`src/rtl/dead_time_inserter_pkg.sv`:
```
// -----------------------------------------------------------------------------
// dead_time_inserter_pkg
//   Shared types for the three-phase dead-time stage.
//   - phase_state_e : per-phase FSM state, fixed 3-bit encodings
//   - gate_pair_t   : high/low gate drive pair of one phase
//   - gates_of()    : decode of an FSM state into its gate pair
// -----------------------------------------------------------------------------
package dead_time_inserter_pkg;

  localparam int unsigned DT_CYCLES_DEF = 50;
  localparam int unsigned CNT_W_DEF     = 8;

  typedef enum logic [2:0] {
    S_SAFE    = 3'd0,
    S_DT_TO_H = 3'd1,
    S_H_ON    = 3'd2,
    S_DT_TO_L = 3'd3,
    S_L_ON    = 3'd4
  } phase_state_e;

  typedef struct packed {
    logic g_h;
    logic g_l;
  } gate_pair_t;

  // Only the two conduction states drive a gate, so both gates can never be
  // high together whatever state is decoded.
  function automatic gate_pair_t gates_of(input phase_state_e s);
    gate_pair_t g;
    g.g_h = (s == S_H_ON);
    g.g_l = (s == S_L_ON);
    return g;
  endfunction

endpackage

```
`src/rtl/dead_time_phase.sv`:
```
// -----------------------------------------------------------------------------
// dead_time_phase
//   One phase leg: registers the raw demand, runs the dead-time FSM with its
//   counter, and drives a registered complementary gate pair.
//   Ports:
//     clk    in  system clock, rising edge
//     reset  in  asynchronous, active-low reset
//     run    in  1 = allowed to conduct; 0 = go to SAFE on the next edge
//     demand in  raw phase demand, 1 = high side conducts
//     g_h    out high-side gate drive (registered)
//     g_l    out low-side gate drive (registered)
// -----------------------------------------------------------------------------
module dead_time_phase
  import dead_time_inserter_pkg::*;
#(
  parameter int unsigned DT_CYCLES = DT_CYCLES_DEF,
  parameter int unsigned CNT_W     = CNT_W_DEF
) (
  input  logic clk,
  input  logic reset,
  input  logic run,
  input  logic demand,
  output logic g_h,
  output logic g_l
);

  if (DT_CYCLES == 0 || DT_CYCLES > (2 ** CNT_W) - 1) begin : g_bad_dt
    $error("dead_time_phase: DT_CYCLES=%0d outside 1..2**CNT_W-1", DT_CYCLES);
  end

  localparam logic [CNT_W-1:0] DT_LOAD = CNT_W'(DT_CYCLES - 1);

  logic         d_q,         d_d;
  phase_state_e state_q,     state_d;
  logic [CNT_W-1:0] cnt_q,   cnt_d;
  // Set while the current dead time was entered from SAFE: there is then no
  // previous conduction state to fall back to, so a reversed demand restarts
  // a full dead time toward the other side instead of aborting.
  logic         from_safe_q, from_safe_d;
  gate_pair_t   gates_q,     gates_d;

  always_comb begin
    // NOTE: every signal written here gets a default first, so no path leaves
    // it unassigned and no latch is inferred.
    d_d         = demand;
    state_d     = state_q;
    cnt_d       = cnt_q;
    from_safe_d = from_safe_q;

    if (!run) begin
      // Turn-off needs no dead time: both gates simply drop.
      state_d = S_SAFE;
    end else begin
      unique case (state_q)
        S_SAFE: begin
          state_d     = d_q ? S_DT_TO_H : S_DT_TO_L;
          cnt_d       = DT_LOAD;
          from_safe_d = 1'b1;
        end
        S_H_ON: begin
          if (!d_q) begin
            state_d     = S_DT_TO_L;
            cnt_d       = DT_LOAD;
            from_safe_d = 1'b0;
          end
        end
        S_L_ON: begin
          if (d_q) begin
            state_d     = S_DT_TO_H;
            cnt_d       = DT_LOAD;
            from_safe_d = 1'b0;
          end
        end
        S_DT_TO_H: begin
          if (d_q) begin
            if (cnt_q == '0) state_d = S_H_ON;
            else             cnt_d   = cnt_q - CNT_W'(1);
          end else if (from_safe_q) begin
            state_d = S_DT_TO_L;
            cnt_d   = DT_LOAD;
          end else begin
            // Pulse narrower than the dead time: the high side was never on.
            state_d = S_L_ON;
          end
        end
        S_DT_TO_L: begin
          if (!d_q) begin
            if (cnt_q == '0) state_d = S_L_ON;
            else             cnt_d   = cnt_q - CNT_W'(1);
          end else if (from_safe_q) begin
            state_d = S_DT_TO_H;
            cnt_d   = DT_LOAD;
          end else begin
            state_d = S_H_ON;
          end
        end
        default: state_d = S_SAFE;
      endcase
    end

    // Gates are decoded from the next state so they switch on the same edge
    // as the FSM, then held in flops for glitch-free drive.
    gates_d = gates_of(state_d);
  end

  always_ff @(posedge clk or negedge reset) begin
    if (!reset) begin
      d_q         <= 1'b0;
      state_q     <= S_SAFE;
      cnt_q       <= '0;
      from_safe_q <= 1'b0;
      gates_q     <= '0;
    end else begin
      // NOTE: non-blocking assignments so every flop samples pre-edge values
      // regardless of statement order.
      d_q         <= d_d;
      state_q     <= state_d;
      cnt_q       <= cnt_d;
      from_safe_q <= from_safe_d;
      gates_q     <= gates_d;
    end
  end

  assign g_h = gates_q.g_h;
  assign g_l = gates_q.g_l;

endmodule

```
`src/rtl/dead_time_inserter.sv`:
```
// -----------------------------------------------------------------------------
// dead_time_inserter
//   Three-phase dead-time stage between the SPWM comparators and the gate
//   drivers, with run enable and a latched fault shutdown.
//   Ports:
//     clk         in  system clock, rising edge
//     reset       in  asynchronous, active-low reset
//     en          in  run enable; low forces all gates off
//     fault_n     in  active-low fault request, synchronous to clk
//     fault_clr   in  clears the latched fault (ignored while fault_n=0)
//     Va, Vb, Vc  in  raw phase demands, 1 = high side conducts
//     ga_h..gc_l  out complementary gate drives per phase
//     fault_flag  out latched fault indicator
// -----------------------------------------------------------------------------
module dead_time_inserter
  import dead_time_inserter_pkg::*;
#(
  parameter int unsigned DT_CYCLES = DT_CYCLES_DEF,
  parameter int unsigned CNT_W     = CNT_W_DEF
) (
  input  logic clk,
  input  logic reset,
  input  logic en,
  input  logic fault_n,
  input  logic fault_clr,
  input  logic Va,
  input  logic Vb,
  input  logic Vc,
  output logic ga_h,
  output logic ga_l,
  output logic gb_h,
  output logic gb_l,
  output logic gc_h,
  output logic gc_l,
  output logic fault_flag
);

  logic fault_flag_q, fault_flag_d;
  logic run;

  // An active fault request always wins over a clear in the same cycle.
  always_comb begin
    fault_flag_d = fault_flag_q;
    if (!fault_n)       fault_flag_d = 1'b1;
    else if (fault_clr) fault_flag_d = 1'b0;
  end

  always_ff @(posedge clk or negedge reset) begin
    if (!reset) fault_flag_q <= 1'b0;
    else        fault_flag_q <= fault_flag_d;
  end

  // fault_n is included directly so the FSMs go to SAFE on the same edge
  // that latches the fault, not one cycle later.
  assign run        = en & ~fault_flag_q & fault_n;
  assign fault_flag = fault_flag_q;

  dead_time_phase #(.DT_CYCLES(DT_CYCLES), .CNT_W(CNT_W)) u_phase_a (
    .clk    (clk),
    .reset  (reset),
    .run    (run),
    .demand (Va),
    .g_h    (ga_h),
    .g_l    (ga_l)
  );

  dead_time_phase #(.DT_CYCLES(DT_CYCLES), .CNT_W(CNT_W)) u_phase_b (
    .clk    (clk),
    .reset  (reset),
    .run    (run),
    .demand (Vb),
    .g_h    (gb_h),
    .g_l    (gb_l)
  );

  dead_time_phase #(.DT_CYCLES(DT_CYCLES), .CNT_W(CNT_W)) u_phase_c (
    .clk    (clk),
    .reset  (reset),
    .run    (run),
    .demand (Vc),
    .g_h    (gc_h),
    .g_l    (gc_l)
  );

endmodule

```
`config.mk`:
```
export PLATFORM = sky130hd
export DESIGN_NAME = dead_time_inserter
export DESIGN_NICKNAME = d
export VERILOG_FILES = /design/src/rtl/dead_time_inserter_pkg.sv /design/src/rtl/dead_time_phase.sv /design/src/rtl/dead_time_inserter.sv
export SDC_FILE = /design/constraint.sdc
export NUM_CORES = 1
export LEC_CHECK = 0
export ABC_AREA = 1
export ABC_CLOCK_PERIOD_IN_PS = 1800
export CAP_MARGIN = 20
export CORE_UTILIZATION = 60
export DETAILED_ROUTE_END_ITERATION = 10
export GPL_ROUTABILITY_DRIVEN = 0
export PLACE_DENSITY_LB_ADDON = 0.1
export SLEW_MARGIN = 20
export SYNTH_ARGS = -nofsm -noshare
export SYNTH_HDL_FRONTEND = slang
export SYNTH_SLANG_ARGS = --single-unit
```
`constraint.sdc`:
```
create_clock -name clk -period 1.8 [get_ports clk]
set_input_delay 0.18 -clock clk [delete_from_list [all_inputs] [get_ports clk]]
set_output_delay 0.18 -clock clk [all_outputs]
set_load 0.02 [all_outputs]
```
==> run metrics <==
vias per inst=roughly 5.4; Seq cells post-synth=46; initial antenna violation count=0; Detailed Route Iter0 Violations=between 150 and 200; Worst EP required=around 2 ns; Slew @ Worst Pin=around 0.45 ns; P&R area growth vs syn=12.37%; Area after DPL=~3400 µm²; top-area cell type share of the netlist area=between 30% and 40%; Die X=around 75 µm; # fillers=roughly 470; Post-Route WL=6959 µm; synth warn=0; Synth cell types=33; Max IR drop VDD=0.5138 mV; final setup violation count=0; top post-synthesis cells by area=dfrtp_1 36%, nand2_1 16%, nor2_1 6.8%; CTS root buffer=clkbuf_8; via count=3,064; Die Area=between 5000 and 6000 µm²; Worst setup SP type=flop; first-pass GRT wire length=~12,000 µm; sequential share of the synthesized area=~36%; Crit path arrival time=around 1.9 ns; Final ANT Viol Nets=0; Cells after Synth=~470; clock slew at reported path FFs=0.09 ns; fraction of layout cells with a size suffix above 1=between 10% and 20%; clk sinks=46; Core Rows=26; TritonCTS buffer count=5; Post-Syn Area=around 3200 µm²; CTS tree=built; initial core utilization=between 60% and 70%; part of the cycle the worst path needs=between 90% and 100%; post-route cell area=between 3000 and 4000 µm²; Worst slew margin=between 70% and 80%; ANT cells=0; 1st-pass router iterations=5; Non-Filler Instances=roughly 560; largest area contributor in the netlist=dfrtp_1; setup tns final=0 ns; max-slew violation count=0; vias in the first global route=~2,700; # nets final=roughly 500; Worst Setup Path Type=reg -> reg; CP endpoint kind=flop; CP Max Fanout=5; maximum clock rate=~0.6 GHz; synthesized area per cell=6.743 µm²; Leak=about 1.8 nW; post-layout util=a little over two thirds; status=finished, final reports clean; # H-tree levels=2; Net Count, Synth=between 400 and 500; die height=between 70 and 80 µm; Max Clock Skew=between 0.003 and 0.004 ns; commonest non-fill, non-tap cell in the layout=nand2_1; DRC Markers=0; Max Cap Violations=0; largest net degree at the start of global routing=30; Detail Placement HPWL=5330 µm; number of port buffers=14; GR Overflow Total=0; CTS max path bufs=2; commonest cells after routing, fill and taps aside=135 x nand2_1, 57 x nor2_1, 52 x inv_1; dpl cells=555; pwr dens=688.6 nW/µm²; HP Class=in -> reg; I/O pins=15; Core ar.=between 5000 and 6000 µm²; worst skew pair latency=0.30 ns; Tmin final=between 1.5 and 2 ns; unrepaired setup endpoints after global routing=false; Hold Vio Cnt, Final=0; Tot GR Track Use=~28%; drt wl/cell=approximately 12 µm
[state kept, by name (all words and copies together) (netlist names), 3 cells and up]
name / count
u_phase_b.state_q: 3
u_phase_b.cnt_q: 8
u_phase_c.cnt_q: 8
u_phase_a.state_q: 3
u_phase_a.cnt_q: 8
u_phase_c.state_q: 3
[worst paths after layout]
kind / start / to / slack [ns] / cells past startpoint
setup / recovery: u_phase_b.cnt_q[1]$_DFFE_PN0P_ / u_phase_b.cnt_q[1]$_DFFE_PN0P_ / 0.18 / 9
hold / removal: Vb / u_phase_b.d_q$_DFF_PN0_ / 0.30 / 1
setup reg to reg: u_phase_b.cnt_q[1]$_DFFE_PN0P_ / u_phase_b.cnt_q[1]$_DFFE_PN0P_ / 0.18 / 9
hold reg to reg: u_phase_a.cnt_q[1]$_DFFE_PN0P_ / u_phase_a.cnt_q[1]$_DFFE_PN0P_ / 0.48 / 2
max in group asynchronous: reset / u_phase_a.state_q[2]$_DFF_PN0_ / 0.96 / 3
min in group asynchronous: reset / u_phase_b.cnt_q[4]$_DFFE_PN0P_ / 0.34 / 2
[cells in the mapped netlist]
cell type  instances
o221ai_1           1
nor3_4             1
nor2_1            57
nor2_4             5
dfrtp_1           46
o21ai_4            1
nand3_1           34
xnor2_1            2
o21ai_0           30
nor2_2             9
o21ai_1           10
nand2_1          135
inv_1             52
o31ai_1            3
nand2_2            7
o211ai_1           1
a21oi_1           25
nand4_1            7
nand3_2            3
xor2_1             2
nor2_8             1
nand3b_1           1
nand3_4            1
inv_4              1
o21bai_1           1
buf_2              2
clkinv_2           1
a21oi_2            1
nor3_1             6
o21ai_2            1
a21boi_1           1
ha_1               6
inv_2             14
[layer usage]
layer | up-vias | share of wire [%] | GRT usage (%)
met4 | 0 | 1.2 | 7.757
met3 | 11 | 5.4 | 4.201
met1 | 1395 | 47 | 39.07
met2 | 105 | 46 | 44.14
li1 | 1553 | - | -
met5 | - | 0 | 0
[cell families after synthesis]
| logic type | Yosys count | synth area share (%) |
|---|---|---|
| and+or+nand+nor | 267 | 38.42 |
| xor gates and xnor gates | 4 | 1.110 |
| buffers and inverters | 70 | 8.525 |
| AOI/OAI and AO/OA | 75 | 13.09 |
| DFF | 46 | 36.48 |
| adders and majority gates | 6 | 2.379 |
[layout make-up]
class / count / area, µm² / area share, %
clock buffer: 5 / 68.82 / 1.941
clock inverter: 3 / 43.79 / 1.235
inverter: 68 / 259.0 / 7.304
sequential: 46 / 1151 / 32.46
tap: 70 / 87.58 / 2.470
timing repair buffer: 20 / 195.2 / 5.505
multi-input combinational: 352 / 1740 / 49.08
[through the flow]
stage	hold slack (ns)	worst slack [ns]	total power, mW
after floorplan	-0.1156	0.3671	1.518
after global placement	0.1480	0.1292	1.651
after detailed placement	0.1519	0.06717	1.663
after CTS	0.2964	0.1316	2.466
after global routing	0.2992	0.04647	2.583
final	0.3044	0.1788	2.442
[repair_timing]
action                                  CTS  global route
hold endpoints to repair                 17             0
gates resized for setup                   0             1
setup buffers                             0             0
hold buffers                              1             0
endpoints found under the setup margin    0             1
[where the power goes]
part	leakage, nW	internal, mW	switching, mW
clock network	0.0585	0.416	0.373
logic	1.11	0.158	0.317
registers	0.581	1.10	0.0748
total	1.75	1.68	0.765
[worst max-delay path, cell delays in order, from the launching register on]
cell	delay, ns
dfrtp_1	0.41
inv_1	0.10
ha_1	0.16
nand3_1	0.15
nor2_4	0.20
buf_4	0.16
nor2_1	0.04
o21ai_0	0.18
nand3_1	0.10
nand2_1	0.06
(Power assumes the default switching activity.)
